`src/rtl/piso_serializer.sv`:
```
// rtl/piso_serializer.sv - parallel-in/serial-out word serializer, MSB first, valid/ready input.
// Optional trailing even-parity bit when PISO_PARITY_EN is defined.
module piso_serializer #(
  parameter int   WIDTH      = 4,
  parameter logic IDLE_LEVEL = 1'b0
) (
  input  logic             clk,
  input  logic             rst_n,
  input  logic [WIDTH-1:0] data_in,
  input  logic             data_valid,
  output logic             data_ready,
  output logic             serial_out,
  output logic             serial_valid,
  output logic             frame_start,
  output logic             busy
);

  localparam int             CW   = $clog2(WIDTH);
  localparam logic [CW-1:0]  LAST = CW'(WIDTH - 1);

`ifdef PISO_PARITY_EN
  typedef enum logic [1:0] {S_IDLE = 2'd0, S_SHIFT = 2'd1, S_PARITY = 2'd2} state_t;
`else
  typedef enum logic [0:0] {S_IDLE = 1'b0, S_SHIFT = 1'b1} state_t;
`endif

  state_t           state_q, state_d;
  logic [CW-1:0]    cnt_q, cnt_d;
  logic [WIDTH-2:0] shadow_q, shadow_d;
  logic             sout_q, sout_d;
  logic             svalid_q, svalid_d;
  logic             fstart_q, fstart_d;
  logic             last_bit;
  logic             xfer;
`ifdef PISO_PARITY_EN
  logic             parity_q, parity_d;
`endif

  assign last_bit = (state_q == S_SHIFT) && (cnt_q == LAST);

  // Ready never looks at data_valid, so upstream may gate valid on ready safely.
  always_comb begin
`ifdef PISO_PARITY_EN
    data_ready = (state_q == S_IDLE) || (state_q == S_PARITY);
`else
    data_ready = (state_q == S_IDLE) || last_bit;
`endif
  end

  assign xfer = data_valid && data_ready;

  always_comb begin
    state_d  = state_q;
    cnt_d    = cnt_q;
    shadow_d = shadow_q;
    sout_d   = sout_q;
    svalid_d = svalid_q;
    fstart_d = fstart_q;
`ifdef PISO_PARITY_EN
    parity_d = parity_q;
`endif
    case (state_q)
      S_IDLE: begin
        fstart_d = 1'b0;
      end
      S_SHIFT: begin
        fstart_d = 1'b0;
        if (!last_bit) begin
          sout_d   = shadow_q[WIDTH-2];
          shadow_d = shadow_q << 1;
          cnt_d    = cnt_q + 1'b1;
        end else begin
`ifdef PISO_PARITY_EN
          state_d = S_PARITY;
          sout_d  = parity_q;
`else
          state_d  = S_IDLE;
          svalid_d = 1'b0;
          sout_d   = IDLE_LEVEL;
`endif
        end
      end
`ifdef PISO_PARITY_EN
      S_PARITY: begin
        state_d  = S_IDLE;
        svalid_d = 1'b0;
        sout_d   = IDLE_LEVEL;
        fstart_d = 1'b0;
      end
`endif
      default: begin
        state_d = S_IDLE;
      end
    endcase

    // A load overrides end-of-frame handling, giving zero-gap streaming.
    if (xfer) begin
      state_d  = S_SHIFT;
      cnt_d    = '0;
      shadow_d = data_in[WIDTH-2:0];
      sout_d   = data_in[WIDTH-1];
      svalid_d = 1'b1;
      fstart_d = 1'b1;
`ifdef PISO_PARITY_EN
      parity_d = ^data_in;
`endif
    end
  end

  always_ff @(posedge clk or negedge rst_n) begin
    if (!rst_n) begin
      state_q  <= S_IDLE;
      cnt_q    <= '0;
      shadow_q <= '0;
      sout_q   <= IDLE_LEVEL;
      svalid_q <= 1'b0;
      fstart_q <= 1'b0;
`ifdef PISO_PARITY_EN
      parity_q <= 1'b0;
`endif
    end else begin
      state_q  <= state_d;
      cnt_q    <= cnt_d;
      shadow_q <= shadow_d;
      sout_q   <= sout_d;
      svalid_q <= svalid_d;
      fstart_q <= fstart_d;
`ifdef PISO_PARITY_EN
      parity_q <= parity_d;
`endif
    end
  end

  assign serial_out   = sout_q;
  assign serial_valid = svalid_q;
  assign frame_start  = fstart_q;
  assign busy         = (state_q != S_IDLE);

endmodule

```
`config.mk`:
```
export PLATFORM = sky130hd
export DESIGN_NAME = piso_serializer
export DESIGN_NICKNAME = d
export VERILOG_FILES = /design/src/rtl/piso_serializer.sv
export SDC_FILE = /design/constraint.sdc
export NUM_CORES = 1
export LEC_CHECK = 0
export ABC_AREA = 1
export CAP_MARGIN = 0
export CORE_AREA = 2 2 39 41
export CTS_CLUSTER_SIZE = 16
export DETAILED_ROUTE_END_ITERATION = 7
export DIE_AREA = 0 0 41 43
export GPL_TIMING_DRIVEN = 1
export HOLD_SLACK_MARGIN = 0.06
export PLACE_DENSITY = 0.58
export SYNTH_ARGS = -nofsm -noshare
export SYNTH_HDL_FRONTEND = slang
export SYNTH_SLANG_ARGS = --single-unit
```
`constraint.sdc`:
```
create_clock -name clk -period 1.3 [get_ports clk]
set_input_delay 0.13 -clock clk [delete_from_list [all_inputs] [get_ports clk]]
set_output_delay 0.13 -clock clk [all_outputs]
set_load 0.05 [all_outputs]
```
==> impl_results.md <==
* Status: completed
* First-pass GRT wire length at 1.27 mm
* Number of detailed-route iterations in the first pass at 2
* Per-cell routed wire length at 10.9 um
* WP data arrival at 1.14 ns
* Row cnt at 14
* GRT Util Overall at 0.112
* Clock Latency Late Sink at 0.25 ns
* CP max FO at 3
* Overall Power at 1.70 mW
* Hold Fails Final Rpt at 0
* Post-Syn Area at 394 um2
* Antenna violations before repair at 0
* Share of power burned in registers at 0.299
* Sink Count at 9
* P&R area growth vs syn at 61.9%
* ANT nets after route at 0
* Gpl congestion at 0.738
* Die area at 1760 um2
* Routed via count at 341
* Static leakage at 0.298 nW
* DR iter-0 viols at 1
* Combinational Power Share at 0.577
* # DRC at 0
* CTS tree: yes
* Clock-pin slew on the worst setup and hold paths at 0.06 ns
* WS Path Type: reg2out
* Layout cells sized above 1 at 0.283
* Min Tclk post-route at 1.27 ns
* Vias per inst at 4.49
* Distinct cell type count after synthesis at 10
* Horiz. Die Dim at 41 um
* Pwr dens at 2660 nW/um2
* Vias in the first global route at 307
* Setup-failing EPs final at 0
* CP endpoint kind: output port
* Synth Warn # at 0
* Req. time, crit path at 1.17 ns
* CP startpoint kind: flip-flop
* Max clock buf depth at 2
* NetSw at 0.726 mW
* Syn_nets at 51
* Ant. Diodes at 0
* Final core occ at 0.461
* Final setup skew at 0.00255 ns
* H-tree depth at 1
* Die height at 43 um
* Initial Util at 0.285
* Slew headroom at 0.721
* Clk pwr share at 0.124
* Worst IR Drop VDD at 0.000919 V
* Max-Cap Viols at 0
* Number of fillers in the final layout at 137
* IO Pins at 12
* Final Max Slew Viols at 0
* Internal at 0.970 mW
* Synth Instances at 43
* Yosys reg bits at 9
* Clk root buf: clkbuf_4
* Synth area leader: dfrtp_1
* Final nets at 69
* Least-Margin Pin Slew at 0.417 ns
* Worst hold path type: in2async
* Synthesized area per cell at 9.17 um2
* Synth top area share at 0.571
* Core area at 1380 um2
* DP Wirelength at 627 um
* Largest net degree at the start of global routing at 10
* Final Cycle Share at 0.975
* PortBufs at 11
* Post-synthesis sequential area ratio at 0.571
* Largest cells by area after synthesis: dfrtp_1, nand2_1, nor2_4, nand3_1, o21ai_0
* RSZ-0062 raised after global routing: yes
* CTS buffer count at 3
* Grt ovf at 0
* Routed WL at 826 um
* Max Fclk at 789 MHz
* Net Sw Frac at 0.428
==> final timing paths <==
check,startpoint,endpoint,slack [ns],cells after the start
max,cnt_q[0]$_DFFE_PN0P_,data_ready,0.03,4
min,rst_n,frame_start$_DFF_PN0_,0.17,1
max reg2reg,cnt_q[0]$_DFFE_PN0P_,cnt_q[0]$_DFFE_PN0P_,0.15,5
min reg2reg,shadow_q[0]$_DFFE_PN0P_,shadow_q[0]$_DFFE_PN0P_,0.48,2
max in group asynchronous,rst_n,cnt_q[1]$_DFFE_PN0P_,0.83,1
min in group clk,data_in[0],shadow_q[0]$_DFFE_PN0P_,0.41,3
==> layout make-up <==
| class | instances | area, um2 | share of cell area |
|---|---|---|---|
| tap | 16 | 20.0 | 0.0314 |
| inverter | 5 | 21.3 | 0.0333 |
| clock buffer | 4 | 26.3 | 0.0412 |
| sequential | 9 | 225 | 0.353 |
| multi-input combinational | 29 | 170 | 0.267 |
| timing repair buffer | 13 | 175 | 0.275 |
==> stage by stage <==
step | cells | area [um2] | worst slack, ns | hold slack, ns | setup TNS, ns
after detailed placement | 70 | 577 | 0.103 | 0.465 | 0
after CTS | 75 | 613 | 0.0122 | 0.186 | 0
after global placement | 70 | 577 | 0.111 | 0.457 | 0
final | 76 | 638 | 0.0322 | 0.173 | 0
after floorplan | 43 | 397 | 0.00660 | -0.166 | 0
after global routing | 76 | 638 | -0.0184 | 0.200 | -0.0184
==> cells in the final DEF, fill, tap and decap left out <==
master	n
clkbuf_1	1
a21oi_1	1
buf_4	2
ha_4	1
o21ai_0	3
clkdlybuf4s50_1	6
dfrtp_1	9
clkbuf_4	3
buf_12	5
nor2_4	3
inv_2	1
nand2_1	15
nand2_4	1
nor2_1	1
nand3_1	4
inv_4	1
inv_1	3
==> sequential cells by signal (all words and copies together), names as in the netlist <==
signal / cells
cnt_q: 2
busy: 1
frame_start: 1
serial_valid: 1
shadow_q: 3
serial_out: 1
==> critical path: stages, from the launching register on <==
cell and delay [ns]:
dfrtp_1 0.42, ha_4 0.20, inv_4 0.06, nand2_4 0.05, buf_12 0.15
==> kinds of logic after synthesis <==
family / synth area share
and+or+nand+nor: 0.298
DFF: 0.571
adders and majority gates: 0.0317
buffers and inverters: 0.0476
AOI/OAI and AO/OA: 0.0508
==> layer usage <==
layer / routed length, um / vias to the layer above / GRT usage
met4: 0 / 0 / 0.0800
met2: 422 / 11 / 0.156
met5: 0 / - / 0
li1: - / 170 / -
met3: 45 / 0 / 0.0314
met1: 358 / 160 / 0.140
==> Yosys cell counts <==
| library cell | count |
|---|---|
| a21oi_1 | 1 |
| o21ai_0 | 3 |
| nor2_1 | 1 |
| inv_2 | 1 |
| ha_1 | 1 |
| nand3_1 | 4 |
| dfrtp_1 | 9 |
| nor2_4 | 3 |
| nand2_1 | 16 |
| inv_1 | 4 |
==> power by group through the flow <==
stage	logic, mW	clock network (mW)	registers [mW]
finish	0.979	0.210	0.508
global route	1.04	0.239	0.518
CTS	0.930	0.223	0.489
detailed placement	0.892	0	0.493
global placement	0.878	0	0.491
floorplan	0.351	0	0.622
==> timing repair <==
| item | in CTS | in global routing |
|---|---|---|
| pin swaps | 1 | 1 |
| endpoints found under the setup margin | 1 | 1 |
| hold buffers | 0 | 0 |
| buffers inserted | 1 | 1 |
| gates cloned | 0 | 0 |
| gates resized for setup | 2 | 3 |
Power figures use the tool's default switching activity.
